[src/rtl/register_rename_ckpt.sv]
// Single-issue register rename with per-physical ready/tag tracking and a ring of
// branch checkpoints for one-cycle mispredict recovery. Optional macro: RENAME_ZERO_REG_EN.
module register_rename_ckpt #(
    parameter int NUM_LOG_REGS = 32,
    parameter int NUM_PHY_REGS = 64,
    parameter int NUM_CKPT     = 4,
    parameter int ROB_TAG_W    = 6,
    localparam int LW = $clog2(NUM_LOG_REGS),
    localparam int PW = $clog2(NUM_PHY_REGS),
    localparam int CW = $clog2(NUM_CKPT)
) (
    input  logic                 clk,
    input  logic                 rst,
    input  logic                 dec_valid,
    input  logic [LW-1:0]        dec_rs_addr,
    input  logic [LW-1:0]        dec_rt_addr,
    input  logic [LW-1:0]        dec_rw_addr,
    input  logic                 dec_uses_rw,
    input  logic                 dec_is_branch,
    input  logic [ROB_TAG_W-1:0] dec_rob_tag,
    output logic                 ren_ready,
    output logic [PW-1:0]        rs_phy,
    output logic [PW-1:0]        rt_phy,
    output logic                 rs_ready,
    output logic                 rt_ready,
    output logic [ROB_TAG_W-1:0] rs_tag,
    output logic [ROB_TAG_W-1:0] rt_tag,
    output logic [PW-1:0]        rw_phy,
    output logic [PW-1:0]        rw_old_phy,
    output logic [CW-1:0]        ckpt_id,
    input  logic                 wb_en,
    input  logic [PW-1:0]        wb_phy,
    input  logic                 commit_free_en,
    input  logic [PW-1:0]        commit_free_phy,
    input  logic                 br_resolve_en,
    input  logic                 br_mispredict,
    output logic [PW:0]          free_count,
    output logic [CW:0]          ckpt_count
);

    localparam logic [CW:0] CNT_FULL = (CW+1)'(NUM_CKPT);

    logic [NUM_LOG_REGS-1:0][PW-1:0]                ren_map_q, ren_map_nxt;
    logic [NUM_PHY_REGS-1:0]                        free_q, free_nxt, ready_q;
    logic [NUM_PHY_REGS-1:0][ROB_TAG_W-1:0]         tag_q;
    logic [NUM_CKPT-1:0][NUM_LOG_REGS-1:0][PW-1:0]  ck_map_q;
    logic [NUM_CKPT-1:0][NUM_PHY_REGS-1:0]          ck_free_q;
    logic [CW-1:0]                                  wr_ptr_q, rd_ptr_q;
    logic [CW:0]                                    cnt_q;

    logic [PW-1:0]           alloc_phy;
    logic [PW:0]             free_cnt;
    logic                    need_alloc, fire, do_alloc, take_ckpt, mispredict, correct;
    logic [NUM_PHY_REGS-1:0] alloc_mask, commit_mask, wb_mask;

    // Lowest-index free register wins.
    always_comb begin
        alloc_phy = '0;
        for (int i = NUM_PHY_REGS-1; i >= 0; i--)
            if (free_q[i]) alloc_phy = PW'(i);
    end

    always_comb begin
        free_cnt = '0;
        for (int i = 0; i < NUM_PHY_REGS; i++)
            free_cnt = free_cnt + {{PW{1'b0}}, free_q[i]};
    end

`ifdef RENAME_ZERO_REG_EN
    assign need_alloc = dec_uses_rw & (dec_rw_addr != '0);
`else
    assign need_alloc = dec_uses_rw;
`endif

    assign ren_ready  = ~(need_alloc & (free_cnt == '0))
                      & ~(dec_is_branch & (cnt_q == CNT_FULL))
                      & ~(br_resolve_en & br_mispredict);
    assign fire       = dec_valid & ren_ready;
    assign do_alloc   = fire & need_alloc;
    assign take_ckpt  = fire & dec_is_branch;
    assign mispredict = br_resolve_en &  br_mispredict & (cnt_q != '0);
    assign correct    = br_resolve_en & ~br_mispredict & (cnt_q != '0);

    always_comb begin
        alloc_mask  = do_alloc       ? (NUM_PHY_REGS'(1) << alloc_phy)       : '0;
        commit_mask = commit_free_en ? (NUM_PHY_REGS'(1) << commit_free_phy) : '0;
        wb_mask     = wb_en          ? (NUM_PHY_REGS'(1) << wb_phy)          : '0;
`ifdef RENAME_ZERO_REG_EN
        // p0 is permanently owned by r0 and must never re-enter the free pool.
        commit_mask[0] = 1'b0;
`endif
    end

    // State as it stands after this cycle's allocation; a branch checkpoints exactly this.
    always_comb begin
        ren_map_nxt = ren_map_q;
        if (do_alloc) ren_map_nxt[dec_rw_addr] = alloc_phy;
        free_nxt = (free_q & ~alloc_mask) | commit_mask;
    end

    // In zero-reg mode r0/p0 need no muxing: p0 is never allocated, so it stays mapped,
    // ready and tag 0 on its own.
    assign rs_phy     = ren_map_q[dec_rs_addr];
    assign rt_phy     = ren_map_q[dec_rt_addr];
    assign rs_ready   = ready_q[rs_phy] | (wb_en & (wb_phy == rs_phy));
    assign rt_ready   = ready_q[rt_phy] | (wb_en & (wb_phy == rt_phy));
    assign rs_tag     = tag_q[rs_phy];
    assign rt_tag     = tag_q[rt_phy];
    assign rw_phy     = alloc_phy;
    assign rw_old_phy = ren_map_q[dec_rw_addr];
    assign ckpt_id    = wr_ptr_q;
    assign free_count = free_cnt;
    assign ckpt_count = cnt_q;

    always_ff @(posedge clk or posedge rst) begin
        if (rst) begin
            for (int i = 0; i < NUM_LOG_REGS; i++) ren_map_q[i] <= PW'(i);
            free_q    <= {{(NUM_PHY_REGS-NUM_LOG_REGS){1'b1}}, {NUM_LOG_REGS{1'b0}}};
            ready_q   <= '1;
            tag_q     <= '0;
            ck_map_q  <= '0;
            ck_free_q <= '0;
            wr_ptr_q  <= '0;
            rd_ptr_q  <= '0;
            cnt_q     <= '0;
        end else begin
            ready_q <= (ready_q & ~alloc_mask) | wb_mask;
            if (do_alloc) tag_q[alloc_phy] <= dec_rob_tag;
            // Registers released at commit stay released whichever checkpoint is restored.
            for (int c = 0; c < NUM_CKPT; c++) ck_free_q[c] <= ck_free_q[c] | commit_mask;
            if (mispredict) begin
                ren_map_q <= ck_map_q[rd_ptr_q];
                free_q    <= ck_free_q[rd_ptr_q] | commit_mask;
                wr_ptr_q  <= rd_ptr_q;
                cnt_q     <= '0;
            end else begin
                ren_map_q <= ren_map_nxt;
                free_q    <= free_nxt;
                if (take_ckpt) begin
                    ck_map_q[wr_ptr_q]  <= ren_map_nxt;
                    ck_free_q[wr_ptr_q] <= free_nxt;
                    wr_ptr_q            <= wr_ptr_q + 1'b1;
                end
                if (correct) rd_ptr_q <= rd_ptr_q + 1'b1;
                cnt_q <= cnt_q + {{CW{1'b0}}, take_ckpt} - {{CW{1'b0}}, correct};
            end
        end
    end

endmodule

[config.mk]
export PLATFORM = sky130hd
export DESIGN_NAME = register_rename_ckpt
export DESIGN_NICKNAME = d
export VERILOG_FILES = /design/src/rtl/register_rename_ckpt.sv
export SDC_FILE = /design/constraint.sdc
export NUM_CORES = 2
export LEC_CHECK = 0
export CAP_MARGIN = 5
export CORE_ASPECT_RATIO = 0.5
export CORE_MARGIN = 5
export CORE_UTILIZATION = 58
export DETAILED_ROUTE_END_ITERATION = 8
export HOLD_SLACK_MARGIN = 0.06
export PLACE_DENSITY_LB_ADDON = 0.1
export SKIP_LAST_GASP = 1
export SLEW_MARGIN = 20
export SYNTH_ARGS = -nofsm -noshare
export SYNTH_HDL_FRONTEND = slang
export SYNTH_SLANG_ARGS = --single-unit
export TNS_END_PERCENT = 50
[constraint.sdc]
create_clock -name clk -period 116.9 [get_ports clk]
set_input_delay 11.69 -clock clk [delete_from_list [all_inputs] [get_ports clk]]
set_output_delay 11.69 -clock clk [all_outputs]
set_load 0.02 [all_outputs]
==> reports/qor.yml <==
cells_and_area:
  drive_above_1_share: 0.1797
  fin_nets: 8138
  stdcell_area_mm2: 0.09614
  layout_common_cells: "1845 x nand2_1, 1557 x dfrtp_1, 847 x o21ai_0"
  syn2layout_area_growth_pct: 8.474
  fillers: 12220
  final_common_cell: "nand2_1"
worst_setup_path:
  worst_ep_required_time_ns: 105.21
  critical_path.max_fanout: 118
  criticalPathCategory: "in2out"
  worstSetupStartpointType: "primary input"
  critPathSlowestCell: "buf_4"
  endpoint_kind: "primary output"
  crit_path_frequent_cell: "buf_4"
  critPathMaxStageDelay_ns: 0.91
  crit_chain: "buf_2 -> buf_4 -> nor2_1 -> a22oi_1 -> o2111ai_1 -> nand4_4 -> buf_4 -> buf_4 -> buf_12 -> mux4_1 -> a22oi_1 -> a41o_1 -> a21oi_1 -> or4_1 -> clkdlybuf4s50_1"
  cp.arrival_ns: 17.96
route:
  dr.first_iter.drc_count: 7307
  vias: 66060
  firstDrtPassIters: 8
  routed_wirelength_mm: 271.1
  post-route-drc-count: 0
  ant_nets: 0
  avgRoutedWirePerCell_um: 26.55
  vias_per_cell: 6.468
placement:
  place.gp.congestion: 0.9999
  hpwl_mm: 170.9
  placed_area_mm2: 0.09046
  portBuffers: 92
global_route:
  first_global_vias: 64700
  grt_max_degree: 206
  grt_first_pass_wirelength_mm: 416.0
  grt-ovfl-total: 0
  grt_antenna_before_repair: 12
  groute.usage.overall: 0.3367
sta:
  finalSetupTns_ns: 0
  clock_skew_ns: 0.03909
  rsz0062_at_grt: "false"
  layout_worst_path_cycle_share: 0.2536
  worstMarginPinSlew_ns: 1.221
  slew_violations: 0
  hold_viol: 0
  min_period_ns: 29.65
  fmax_ghz: 0.03373
  slew_headroom: 0.1839
  setup_viol: 0
status:
  outcome: "completed"
synthesis:
  ys_types: 81
  ys.flop_type: "dfrtp_1"
  syn_area_per_cell_um2: 10.64
  ys_seq_area_frac: 0.4923
  synth_edf_count: 0
  synthArstFlopShare: 1.000
  synth_seq_cells: 1735
  synth_nets: 8450
  syn_area_mm2: 0.08863
  syn-instance-count: 8332
  ys_warn_count: 0
die:
  ios: 93
  die-width_um: 562.8
  rows: 101
  initial_core_util: 0.5840
  fp.dieH_um: 286.4
  core_mm2: 0.1518
  die_area_mm2: 0.1612
cts:
  cts_tree: "built"
  cts_sinks: 1735
  root_buffer: "clkbuf_16"
  htreeDepth: 4
  cts_buffer_depth: 4
  hold_buffers: 0
  cts_setup_buffers: 0
  cts_resized: 0
  path_clk_slew_ns: 0.06
  cts_made_buffers: 164
  clkLatencyLatePin_ns: 0.82
flow_run:
  drv_cap: 0
min_path:
  hold_path_class: "reg2reg"
==> critical path, delay by kind of cell <==
family	cells	cell delay [ns]
compound gates	5	0.82
buf+inv	6	3.53
mux	1	0.64
simple gates	3	0.96
==> worst paths after layout <==
path	endpoint	cells after the start	slack, ns	start
worst min-delay path	ck_map_q[563]$_DFFE_PP0P_	2	0.47	ck_map_q[563]$_DFFE_PP0P_
worst min register to register	ck_map_q[563]$_DFFE_PP0P_	2	0.47	ck_map_q[563]$_DFFE_PP0P_
min in group asynchronous	tag_q[228]$_DFFE_PP0P_	2	11.40	rst
worst max register to register	ck_map_q[348]$_DFFE_PP0P_	29	106.32	free_q[53]$_DFF_PP1_
max in group asynchronous	ck_map_q[264]$_DFFE_PP0P_	9	99.21	rst
worst max-delay path	rs_ready	15	87.25	dec_rs_addr[0]
==> cells in the mapped netlist (37+ instances only) <==
library cell	count	area [µm²]
a21oi_1	224	1121
a211oi_1	37	277.8
o21ai_0	847	4239
and2_1	52	325.3
dfstp_2	176	4624
mux2i_1	479	4795
mux2_2	438	4932
nand3_1	102	510.5
nand3b_1	65	488.0
mux4_2	371	8356
nand2_1	1849	6940
clkbuf_1	490	1839
a22oi_1	65	488.0
nor2_1	314	1179
a31oi_1	52	325.3
inv_1	121	454.2
dfrtp_1	1559	39010
buf_1	50	187.7
fa_1	55	1101
buf_2	122	610.6
o211ai_1	305	2290
==> kinds of logic (layout without fill, tap and decap cells) <==
kind of cell / count (synthesis) / in the layout / synth area share
AOI/OAI and AO/OA: 1784 / 1784 / 0.1215
other: 0 / 6 / 0
xor gates and xnor gates: 18 / 18 / 0.001779
buffers and inverters: 818 / 633 / 0.03850
muxes: 1307 / 1307 / 0.2079
adders and majority gates: 76 / 76 / 0.01539
and+or+nand+nor: 2594 / 2594 / 0.1226
DFF: 1735 / 1735 / 0.4923
==> area by class of cell <==
type                    instances  area (µm²)  area share
diodes                          6       15.01   0.0001562
clock buffers                 236        4727     0.04917
multi-input cells            5779       41850      0.4352
well taps                    2060        2577     0.02681
repair buffers                215        1949     0.02028
flip-flops and latches       1735       43640      0.4540
clock inverters                57       902.1    0.009383
inverters                     125       481.7    0.005010
==> metrics by stage <==
stage,utilization,worst slack (ns),hold slack [ns],instances
detailed placement,0.5960,87.32,0.4653,9913
CTS,0.6331,87.34,0.4795,10210
global route,0.6334,86.98,0.4859,10210
global placement,0.5960,87.36,0.4561,9913
finish,0.6335,87.25,0.4730,10210
floorplan,-,56.53,0.4446,8332
==> routing by layer <==
layer,track usage,share of wire,vias to the layer above
met1,0.4741,0.42,33640
met3,0.08809,0.092,624
met2,0.5045,0.45,2701
met4,0.1325,0.044,8
li1,-,-,29090
met5,0,0.00020,-
==> state kept, by name, summed over array words and instances, names as in the netlist <==
register and cells:
tag_q 384, ck_map_q 768, ckpt_id 2, ren_map_q 192, ready_q 64, rd_ptr_q 2, free_q 64, ckpt_count 3
ck_free_q 256
Power is not shown: default switching activity piles up to over one toggle a cycle in this logic, so the estimate is an artifact.
